$ cat src/rtl/ftoi_pipe.sv
// ftoi_pipe: binary32 -> INT_W-bit signed integer, RNE or truncate chosen per beat; FTOI_SAT_EN selects saturating results.
// Two register stages, latency 2, throughput 1; out_ready low freezes every stage and drops in_ready in the same cycle.
module ftoi_pipe #(
  parameter int INT_W = 32
) (
  input  logic             clk,
  input  logic             rst,
  input  logic             in_valid,
  output logic             in_ready,
  input  logic [31:0]      in_data,
  input  logic             in_rne,
  output logic             out_valid,
  input  logic             out_ready,
  output logic [INT_W-1:0] out_data,
  output logic             out_ovf,
  output logic             out_inv
);

`ifdef FTOI_SAT_EN
  localparam bit SAT_EN = 1'b1;
`else
  localparam bit SAT_EN = 1'b0;
`endif

  localparam int         AW    = INT_W + 23;
  localparam logic [7:0] EMAX  = 8'(127 + INT_W - 1);
  localparam logic [INT_W-1:0] MAXP = {1'b0, {(INT_W-1){1'b1}}};
  localparam logic [INT_W-1:0] MINN = {1'b1, {(INT_W-1){1'b0}}};

  logic advance;
  logic accept;

  logic             s1_vld_q,  s1_vld_d;
  logic             s1_sign_q, s1_sign_d;
  logic             s1_nan_q,  s1_nan_d;
  logic             s1_big_q,  s1_big_d;
  logic             s1_rne_q,  s1_rne_d;
  logic [INT_W-1:0] s1_mag_q,  s1_mag_d;
  logic             s1_g_q,    s1_g_d;
  logic             s1_r_q,    s1_r_d;
  logic             s1_st_q,   s1_st_d;

  logic             out_vld_q, out_vld_d;
  logic [INT_W-1:0] out_dat_q, out_dat_d;
  logic             out_ovf_q, out_ovf_d;
  logic             out_inv_q, out_inv_d;

  logic [7:0]       in_exp;
  logic [22:0]      in_man;
  logic [23:0]      in_sig;
  logic [7:0]       shamt;
  logic [AW-1:0]    aligned;
  logic             mag_g, mag_r, mag_st;
  logic [INT_W-1:0] mag_int;

  logic             inc;
  logic [INT_W:0]   rnd;
  logic             pos_over, neg_over, s2_ovf;
  logic [INT_W-1:0] s2_res;

  assign advance  = !out_vld_q || out_ready;
  assign in_ready = advance;
  assign accept   = in_valid && advance;

  // Stage 1: classify and align into INT_W integer bits plus guard/round/sticky.
  always_comb begin
    in_exp  = in_data[30:23];
    in_man  = in_data[22:0];
    in_sig  = {1'b1, in_man};
    shamt   = in_exp - 8'd127;
    aligned = '0;
    mag_int = '0;
    mag_g   = 1'b0;
    mag_r   = 1'b0;
    mag_st  = 1'b0;
    if (in_exp >= 8'd127 && in_exp <= EMAX) begin
      aligned = {{(INT_W-1){1'b0}}, in_sig} << shamt;
      mag_int = aligned[AW-1:23];
      mag_g   = aligned[22];
      mag_r   = aligned[21];
      mag_st  = |aligned[20:0];
    end else if (in_exp == 8'd126) begin
      mag_g  = 1'b1;
      mag_r  = in_man[22];
      mag_st = |in_man[21:0];
    end else if (in_exp == 8'd125) begin
      mag_r  = 1'b1;
      mag_st = |in_man;
    end else if (in_exp < 8'd125) begin
      mag_st = (in_exp != 8'd0) || (in_man != 23'd0);
    end
  end

  always_comb begin
    s1_vld_d  = s1_vld_q;
    s1_sign_d = s1_sign_q;
    s1_nan_d  = s1_nan_q;
    s1_big_d  = s1_big_q;
    s1_rne_d  = s1_rne_q;
    s1_mag_d  = s1_mag_q;
    s1_g_d    = s1_g_q;
    s1_r_d    = s1_r_q;
    s1_st_d   = s1_st_q;
    if (advance) begin
      s1_vld_d = in_valid;
    end
    if (accept) begin
      s1_sign_d = in_data[31];
      s1_nan_d  = (in_exp == 8'hFF) && (in_man != 23'd0);
      // Covers infinity too: 255 is always above EMAX.
      s1_big_d  = (in_exp > EMAX) && !((in_exp == 8'hFF) && (in_man != 23'd0));
      s1_rne_d  = in_rne;
      s1_mag_d  = mag_int;
      s1_g_d    = mag_g;
      s1_r_d    = mag_r;
      s1_st_d   = mag_st;
    end
  end

  // Stage 2: round, range check against the signed limits, negate.
  always_comb begin
    inc      = s1_rne_q && s1_g_q && (s1_r_q || s1_st_q || s1_mag_q[0]);
    rnd      = {1'b0, s1_mag_q} + (INT_W+1)'(inc);
    pos_over = rnd[INT_W] || rnd[INT_W-1];
    neg_over = rnd[INT_W] || (rnd[INT_W-1] && (|rnd[INT_W-2:0]));
    s2_ovf   = !s1_nan_q && (s1_big_q || (s1_sign_q ? neg_over : pos_over));
    if (s1_nan_q) begin
      s2_res = SAT_EN ? MAXP : MINN;
    end else if (s2_ovf) begin
      s2_res = (SAT_EN && !s1_sign_q) ? MAXP : MINN;
    end else if (s1_sign_q) begin
      s2_res = -rnd[INT_W-1:0];
    end else begin
      s2_res = rnd[INT_W-1:0];
    end
  end

  // Bubbles load zeros so data and flags read 0 whenever out_valid is low.
  always_comb begin
    out_vld_d = out_vld_q;
    out_dat_d = out_dat_q;
    out_ovf_d = out_ovf_q;
    out_inv_d = out_inv_q;
    if (advance) begin
      out_vld_d = s1_vld_q;
      out_dat_d = s1_vld_q ? s2_res : '0;
      out_ovf_d = s1_vld_q && s2_ovf;
      out_inv_d = s1_vld_q && s1_nan_q;
    end
  end

  always_ff @(posedge clk) begin
    if (rst) begin
      s1_vld_q  <= 1'b0;
      s1_sign_q <= 1'b0;
      s1_nan_q  <= 1'b0;
      s1_big_q  <= 1'b0;
      s1_rne_q  <= 1'b0;
      s1_mag_q  <= '0;
      s1_g_q    <= 1'b0;
      s1_r_q    <= 1'b0;
      s1_st_q   <= 1'b0;
      out_vld_q <= 1'b0;
      out_dat_q <= '0;
      out_ovf_q <= 1'b0;
      out_inv_q <= 1'b0;
    end else begin
      s1_vld_q  <= s1_vld_d;
      s1_sign_q <= s1_sign_d;
      s1_nan_q  <= s1_nan_d;
      s1_big_q  <= s1_big_d;
      s1_rne_q  <= s1_rne_d;
      s1_mag_q  <= s1_mag_d;
      s1_g_q    <= s1_g_d;
      s1_r_q    <= s1_r_d;
      s1_st_q   <= s1_st_d;
      out_vld_q <= out_vld_d;
      out_dat_q <= out_dat_d;
      out_ovf_q <= out_ovf_d;
      out_inv_q <= out_inv_d;
    end
  end

  assign out_valid = out_vld_q;
  assign out_data  = out_dat_q;
  assign out_ovf   = out_ovf_q;
  assign out_inv   = out_inv_q;

endmodule
$ cat config.mk
export PLATFORM = sky130hd
export DESIGN_NAME = ftoi_pipe
export DESIGN_NICKNAME = d
export VERILOG_FILES = /design/src/rtl/ftoi_pipe.sv
export SDC_FILE = /design/constraint.sdc
export NUM_CORES = 1
export LEC_CHECK = 0
export BUFFER_PORTS_ARGS = -buffer_cell sky130_fd_sc_hd__clkbuf_2
export CAP_MARGIN = 20
export CELL_PAD_IN_SITES_DETAIL_PLACEMENT = 1
export CELL_PAD_IN_SITES_GLOBAL_PLACEMENT = 1
export CORE_MARGIN = 10
export CORE_UTILIZATION = 49
export CTS_BUF_LIST = sky130_fd_sc_hd__clkbuf_4 sky130_fd_sc_hd__clkbuf_8
export CTS_CLUSTER_DIAMETER = 150
export CTS_CLUSTER_SIZE = 14
export DETAILED_ROUTE_END_ITERATION = 8
export PLACE_DENSITY = 0.9
export SLEW_MARGIN = 20
export SYNTH_ARGS = -nofsm -noshare
export SYNTH_HDL_FRONTEND = slang
export SYNTH_SLANG_ARGS = --single-unit
$ cat constraint.sdc
create_clock -name clk -period 6.45 [get_ports clk]
set_clock_uncertainty 0.15 [all_clocks]
set_input_delay 0.645 -clock clk [delete_from_list [all_inputs] [get_ports clk]]
set_output_delay 0.645 -clock clk [all_outputs]
set_load 0.01 [all_outputs]
==> impl_metrics.env, run 1 <==
export IMPL_clock_sinks=75
export IMPL_period_share_pct=72.7
export IMPL_clock_latency_ns=0.36
export IMPL_numCtsBuffers=9
export IMPL_ctsLongestPathBuffers=2
export IMPL_syn_instance_count=868
export IMPL_cts_setup_buffers=0
export IMPL_syn_avg_cell_area_um2=7.50
export IMPL_drt_total_wl_um=23600
export IMPL_power_total_w=0.00132
export IMPL_syn_to_final_growth_pct=10.2
export IMPL_placed_cells=1057
export IMPL_arrival_ns=4.80
export IMPL_min_from="out_data[28]$_SDFFE_PP0N_"
export IMPL_worstHoldPathCells=2
export IMPL_htreeDepth=3
export IMPL_yosys_warnings=0
export IMPL_nets=935
export IMPL_pin_count=73
export IMPL_die_h_um=135
export IMPL_async_flop_share_pct=0
export IMPL_p_per_area_mw_per_mm2=184
export IMPL_layout_drive_gt1_share_pct=17.5
export IMPL_dr_pass1_iters=8
export IMPL_grt_setup_unrepaired="no"
export IMPL_tightest_slew_ns=1.02
export IMPL_dp_hpwl_um=17400
export IMPL_overflow=0
export IMPL_grt_max_degree=61
export IMPL_p_leak_nw=2.66
export IMPL_grt_pass1_wl_um=38800
export IMPL_fp_dieW_um=135
export IMPL_wl_per_cell_um=22.0
export IMPL_seq_area_frac_synth_pct=23.1
export IMPL_worstSetupStartpointType="primary input"
export IMPL_yosys_cell_types_count=84
export IMPL_cts_tree="done"
export IMPL_viasPerCell=6.74
export IMPL_ir_drop_v=0.000105
export IMPL_synthDominantCellAreaShare_pct=23.1
export IMPL_rows=42
export IMPL_antenna_found_initial=0
export IMPL_vias=7223
export IMPL_status="complete, no violations"
export IMPL_reg2reg_slack_ns=2.29
export IMPL_regToRegEndpoint="out_data[24]$_SDFFE_PP0N_"
export IMPL_fin_tns_setup_ns=0
export IMPL_place_congestion=0.956
export IMPL_critPathMaxFanout=37
export IMPL_synth_main_ff_cell="dfxtp_1"
export IMPL_core_mm2=0.0131
export IMPL_r2r_cells=8
export IMPL_whs_endpoint="out_data[28]$_SDFFE_PP0N_"
export IMPL_cts_hold_buf=0
export IMPL_synth_area_mm2=0.00651
export IMPL_clk_pin_slew_ns=0.08
export IMPL_hold_viol=0
export IMPL_grtUsageTotal_pct=25.5
export IMPL_drt_iter0_drc=917
export IMPL_final_util_pct=54.6
export IMPL_max_freq_mhz=213
export IMPL_post_cts_resized=0
export IMPL_holdCritPathClass="flip-flop to flip-flop"
export IMPL_drv_cap=0
export IMPL_diodes=0
export IMPL_ys_top_cells_by_area="dfxtp_1 (23%), nand2_1 (5.5%), nor2_1 (5.3%), a21oi_1 (4.4%), xnor2_1 (4.3%)"
export IMPL_synth_largest_area_cell="dfxtp_1"
export IMPL_synthesis_nets=911
export IMPL_r2r_start="s1_mag_q[2]$_SDFFE_PP0P_"
export IMPL_required_ns=6.56
export IMPL_initial_utilization_pct=49.5
export IMPL_crit_path_top_delay_cell="ha_1"
export IMPL_dieArea_mm2=0.0183
export IMPL_crit_type="primary input to flip-flop"
export IMPL_whs_ns=0.309
export IMPL_fin_cells=1072
export IMPL_synth_edf_count=0
export IMPL_crit_path_end_kind="flip-flop"
export IMPL_max_slew_margin_pct=32.0
export IMPL_grt_pass1_vias=7254
export IMPL_path_cells="clkbuf_2 > inv_2 > ha_1 > clkinv_1 > mux4_2 > o21ai_0 > nand2_1 > nor4_1 > a31oi_1 > or3_1 > o31a_1"
export IMPL_yosys_register_bits=75
export IMPL_port_buffers=72
export IMPL_drv_slew=0
export IMPL_setup_viol=0
export IMPL_slowest_delay_ns=0.80
export IMPL_final_min_clock_period_ns=4.69
export IMPL_post_route_drc_count=0
export IMPL_antenna_left=0
export IMPL_root_buffer="clkbuf_8"
flip-flops by register name, indices dropped and copies added, names as in the netlist:
register and count:
out_data 32, s1_big_q 1, out_inv 1, s1_g_q 1, s1_st_q 1, s1_sign_q 1, s1_r_q 1, out_valid 1
s1_mag_q 32, s1_rne_q 1, s1_nan_q 1, out_ovf 1, s1_vld_q 1
cell usage after synthesis (8+ instances only):
cell / count
nand2_1: 96
xnor2_1: 32
o22ai_1: 13
nor4_1: 15
nor2_1: 91
mux2i_1: 27
inv_1: 12
o211ai_1: 13
nand4_1: 10
clkbuf_1: 49
o21ai_0: 44
a21oi_1: 57
xor2_1: 14
nor3_1: 27
dfxtp_1: 75
nand3_1: 27
a22oi_1: 30
mux4_2: 8
o21ai_2: 10
or4_1: 11
mux2_2: 14
a31oi_1: 13
o31ai_1: 11
buf_2: 9
a22o_1: 9
worst max path at each step:
stage / endpoint / slack [ns] / start
3_3_place_gp: s1_st_q$_SDFFE_PP0P_ / 1.58 / in_data[23]
4_1_cts: s1_st_q$_SDFFE_PP0P_ / 1.84 / in_data[23]
2_1_floorplan: s1_st_q$_SDFFE_PP0P_ / 2.72 / in_data[23]
6_report: s1_st_q$_SDFFE_PP0P_ / 1.76 / in_data[23]
3_5_place_dp: s1_st_q$_SDFFE_PP0P_ / 1.43 / in_data[23]
5_1_grt: s1_st_q$_SDFFE_PP0P_ / 1.37 / in_data[23]
per-stage QoR:
| step | setup slack [ns] | area (um2) |
|---|---|---|
| 2_1_floorplan | 2.72 | 6510 |
| 3_3_place_gp | 1.58 | 6900 |
| 3_5_place_dp | 1.43 | 6900 |
| 4_1_cts | 1.84 | 7160 |
| 5_1_grt | 1.37 | 7170 |
| 6_report | 1.76 | 7170 |
cells by family (layout without fill, tap and decap cells):
| family | after synthesis | count (layout) | synth area share [%] |
|---|---|---|---|
| fa+ha+maj | 6 | 6 | 1.15 |
| mux | 50 | 50 | 9.58 |
| buf+inv | 85 | 113 | 5.50 |
| simple gates | 330 | 330 | 25.2 |
| flops | 75 | 75 | 23.1 |
| xor+xnor | 46 | 46 | 6.19 |
| compound gates | 276 | 276 | 29.3 |
area by class of cell:
cell class	instances	area [um2]
timing repair buffer	83	443
sequential	75	1500
multi-input combinational	708	4680
inverter	15	56.3
clock inverter	6	138
tap	176	220
clock buffer	9	124
fill	1722	5970
cell usage in the layout (no fill, tap or decap), drive strengths merged, types with 4 or more instances in the layout:
cell type	synthesis	routed
a221oi	5	5
nor2	92	92
clkbuf	50	81
nand4	12	12
bufinv	0	4
a21o	6	6
a32o	5	5
o22a	4	4
o211ai	13	13
and3	7	7
nand2b	5	5
o2bb2ai	4	4
a211oi	5	5
o21a	6	6
nor4	17	17
nor3	30	30
or4	11	11
or3	7	7
a22o	9	9
mux4	8	8
inv	13	14
o21ai	55	55
mux2i	27	27
o22ai	13	13
ha	6	6
mux2	15	15
a22oi	30	30
o31ai	11	11
buf	20	11
xor2	14	14
a31oi	13	13
dfxtp	75	75
o31a	5	5
xnor2	32	32
a21oi	58	58
or2	8	8
a41oi	6	6
nand3	28	28
nand2	96	96
report_power, final:
group	internal [W]	switching, W	leakage [nW]
combinational	0.000124	0.000233	1.92
sequential	0.000468	0.00000748	0.606
clock	0.000296	0.000188	0.130
total	0.000888	0.000429	2.66
critical path: cells and delay by family:
kind	cells	cell delay [ns]
buffers and inverters	3	1.56
adder cells (fa/ha/maj)	1	0.80
multiplexers	1	0.63
AND/OR/NAND/NOR	3	0.60
AO/OA/AOI/OAI	3	0.54
metal layers:
layer / track usage (%) / routed length [um] / vias up
li1: - / - / 3304
met5: 0 / 0 / -
met4: 11.0 / 828 / 0
met2: 42.3 / 11400 / 339
met3: 4.19 / 1730 / 69
met1: 31.9 / 9620 / 3511
Power figures use the tool's default switching activity.
==> run 2: changes to the inputs <==
--- a/config.mk
+++ b/config.mk
@@ -10,12 +10,12 @@
 export CELL_PAD_IN_SITES_DETAIL_PLACEMENT = 1
 export CELL_PAD_IN_SITES_GLOBAL_PLACEMENT = 1
 export CORE_MARGIN = 10
-export CORE_UTILIZATION = 49
+export CORE_UTILIZATION = 41
 export CTS_BUF_LIST = sky130_fd_sc_hd__clkbuf_4 sky130_fd_sc_hd__clkbuf_8
 export CTS_CLUSTER_DIAMETER = 150
 export CTS_CLUSTER_SIZE = 14
 export DETAILED_ROUTE_END_ITERATION = 8
-export PLACE_DENSITY = 0.9
+export PLACE_DENSITY = 0.81
 export SLEW_MARGIN = 20
 export SYNTH_ARGS = -nofsm -noshare
 export SYNTH_HDL_FRONTEND = slang
==> constraint.sdc (replaced) <==
create_clock -name clk -period 4 [get_ports clk]
set_clock_uncertainty 0.15 [all_clocks]
set_input_delay 0.4 -clock clk [delete_from_list [all_inputs] [get_ports clk]]
set_output_delay 0.4 -clock clk [all_outputs]
set_load 0.01 [all_outputs]
==> run 2 against run 1 <==
Effect of this change: sequential power rose by 61%; critical endpoint is now out_data[24]$_SDFFE_PP0N_; flip-flop and latch count did not move; worst hold slack worse by 0.20 ns; register-to-register slack got worse by 2.0 ns; via count down 2.2%.
==> impl_metrics.env, run 2 (synthesis gave the netlist of run 1 again) <==
export IMPL_max_slew_margin_pct=36.9
export IMPL_dieArea_mm2=0.0213
export IMPL_crit_path_top_delay_cell="or4_1"
export IMPL_slowest_delay_ns=0.75
export IMPL_drt_total_wl_um=23500
export IMPL_path_cells="nand4_2 > or4_1 > nor2_2 > o221ai_1 > nor4_4 > o21a_1 > buf_4 > o21ai_0 > a21oi_1"
export IMPL_grt_pass1_wl_um=37800
export IMPL_drv_slew=0
export IMPL_clock_latency_ns=0.37
export IMPL_period_share_pct=93.2
export IMPL_drv_cap=0
export IMPL_antenna_found_initial=0
export IMPL_r2r_start="s1_mag_q[2]$_SDFFE_PP0P_"
export IMPL_min_from="in_rne"
export IMPL_dr_wl_met3_um=1180
export IMPL_antenna_left=0
export IMPL_clkPwrFrac_pct=30.9
export IMPL_seqPwrFrac_pct=39.1
export IMPL_cts_setup_buffers=0
export IMPL_pwr_share_comb_pct=30.0
export IMPL_port_buffers=72
export IMPL_grtUsageTotal_pct=21.1
export IMPL_grt_setup_unrepaired="no"
export IMPL_initial_utilization_pct=42.3
export IMPL_fin_tns_setup_ns=0
export IMPL_p_per_area_mw_per_mm2=268
export IMPL_power_total_w=0.00196
export IMPL_ir_drop_v=0.000135
export IMPL_nets=957
export IMPL_clk_pin_slew_ns=0.08
export IMPL_met2_length_um=11400
export IMPL_placed_cells=1114
export IMPL_worstSetupStartpointType="flip-flop"
export IMPL_wl_per_cell_um=20.8
export IMPL_overflow=0
export IMPL_final_area_mm2=0.00731
export IMPL_cts_tree="done"
export IMPL_dp_hpwl_um=18200
export IMPL_switchingPower_w=0.000690
export IMPL_routed_top_layer="met4"
export IMPL_core_mm2=0.0154
export IMPL_arrival_ns=3.87
export IMPL_setup_viol=0
export IMPL_viasPerCell=6.26
export IMPL_post_route_drc_count=0
export IMPL_final_min_clock_period_ns=3.73
export IMPL_tightest_slew_ns=0.943
export IMPL_die_h_um=146
export IMPL_crit_path_end_kind="flip-flop"
export IMPL_root_buffer="clkbuf_8"
export IMPL_status="complete, no violations"
export IMPL_ctsLongestPathBuffers=2
export IMPL_required_ns=4.14
export IMPL_swShare_pct=35.2
export IMPL_htreeDepth=3
export IMPL_clock_sinks=75
export IMPL_postPlaceCellArea_mm2=0.00711
export IMPL_dr_pass1_iters=5
export IMPL_post_cts_resized=0
export IMPL_syn_to_final_growth_pct=12.3
export IMPL_hold_viol=0
export IMPL_crit_type="flip-flop to flip-flop"
export IMPL_grt_pass1_vias=6951
export IMPL_place_congestion=0.946
export IMPL_max_freq_mhz=268
export IMPL_p_int_w=0.00127
export IMPL_final_cell_mix="nand2_1 (96), nor2_1 (91), dfxtp_1 (75), clkbuf_2 (72), a21oi_1 (57)"
export IMPL_wl_met1_um=10400
export IMPL_cts_hold_buf=0
export IMPL_numCtsBuffers=9
export IMPL_fp_dieW_um=146
export IMPL_diodes=0
export IMPL_grt_max_degree=42
export IMPL_layout_drive_gt1_share_pct=19.5
export IMPL_critPathMaxFanout=19
export IMPL_fin_cells=1129
export IMPL_rows=45
export IMPL_vias=7064
export IMPL_mostFrequentLayoutCell="nand2_1"
export IMPL_p_leak_nw=2.73
export IMPL_crit_start="s1_mag_q[2]$_SDFFE_PP0P_"
export IMPL_num_fill_cells=1991
export IMPL_drt_iter0_drc=664
export IMPL_pin_count=73
export IMPL_holdCritPathClass="primary input to flip-flop"
==> run 2: power groups by stage <==
stage               Sequential (W)  Clock (W)  Combinational [W]
floorplan                 0.000779          0           0.000396
global placement          0.000783          0           0.000564
detailed placement        0.000784          0           0.000573
CTS                       0.000766   0.000616           0.000577
global route              0.000768   0.000662           0.000635
finish                    0.000767   0.000606           0.000589
==> run 2: stage by stage <==
step	utilization (%)	worst slack, ns	hold WS [ns]
after floorplan	-	0.512	0.313
after global placement	46.3	0.437	0.287
after detailed placement	46.3	0.385	0.293
after CTS	47.6	0.319	0.105
after global routing	47.6	0.0469	0.104
final	47.6	0.271	0.106
==> run 2: area by class of cell <==
class | instances | area [um2] | area share [%]
clock buffer | 10 | 138 | 1.88
timing repair buffer | 105 | 608 | 8.32
sequential | 75 | 1500 | 20.5
tap | 211 | 264 | 3.61
multi-input combinational | 708 | 4680 | 64.0
inverter | 15 | 56.3 | 0.770
clock inverter | 5 | 62.6 | 0.856
==> run 2: path summary, 6_finish.rpt <==
check             slack, ns  cells past startpoint                         to
setup / recovery       0.27                      9  out_data[24]$_SDFFE_PP0N_
hold / removal         0.11                      3      s1_rne_q$_SDFFE_PP0P_
setup reg to reg       0.27                      9  out_data[24]$_SDFFE_PP0N_
hold reg to reg        0.31                      2  out_data[23]$_SDFFE_PP0N_
==> run 2: critical path, delay by kind of cell, from the launching register on <==
| family | cells | cell delay (ns) |
|---|---|---|
| flops | 1 | 0.56 |
| buf+inv | 1 | 0.26 |
| simple gates | 4 | 1.85 |
| compound gates | 4 | 0.82 |
==> run 2: layer usage <==
layer  GRT usage, %  vias to the layer above
li1               -                     3353
met1           26.8                     3449
met2           35.6                      224
met3           3.38                       38
met4           6.76                        0
met5              0                        -
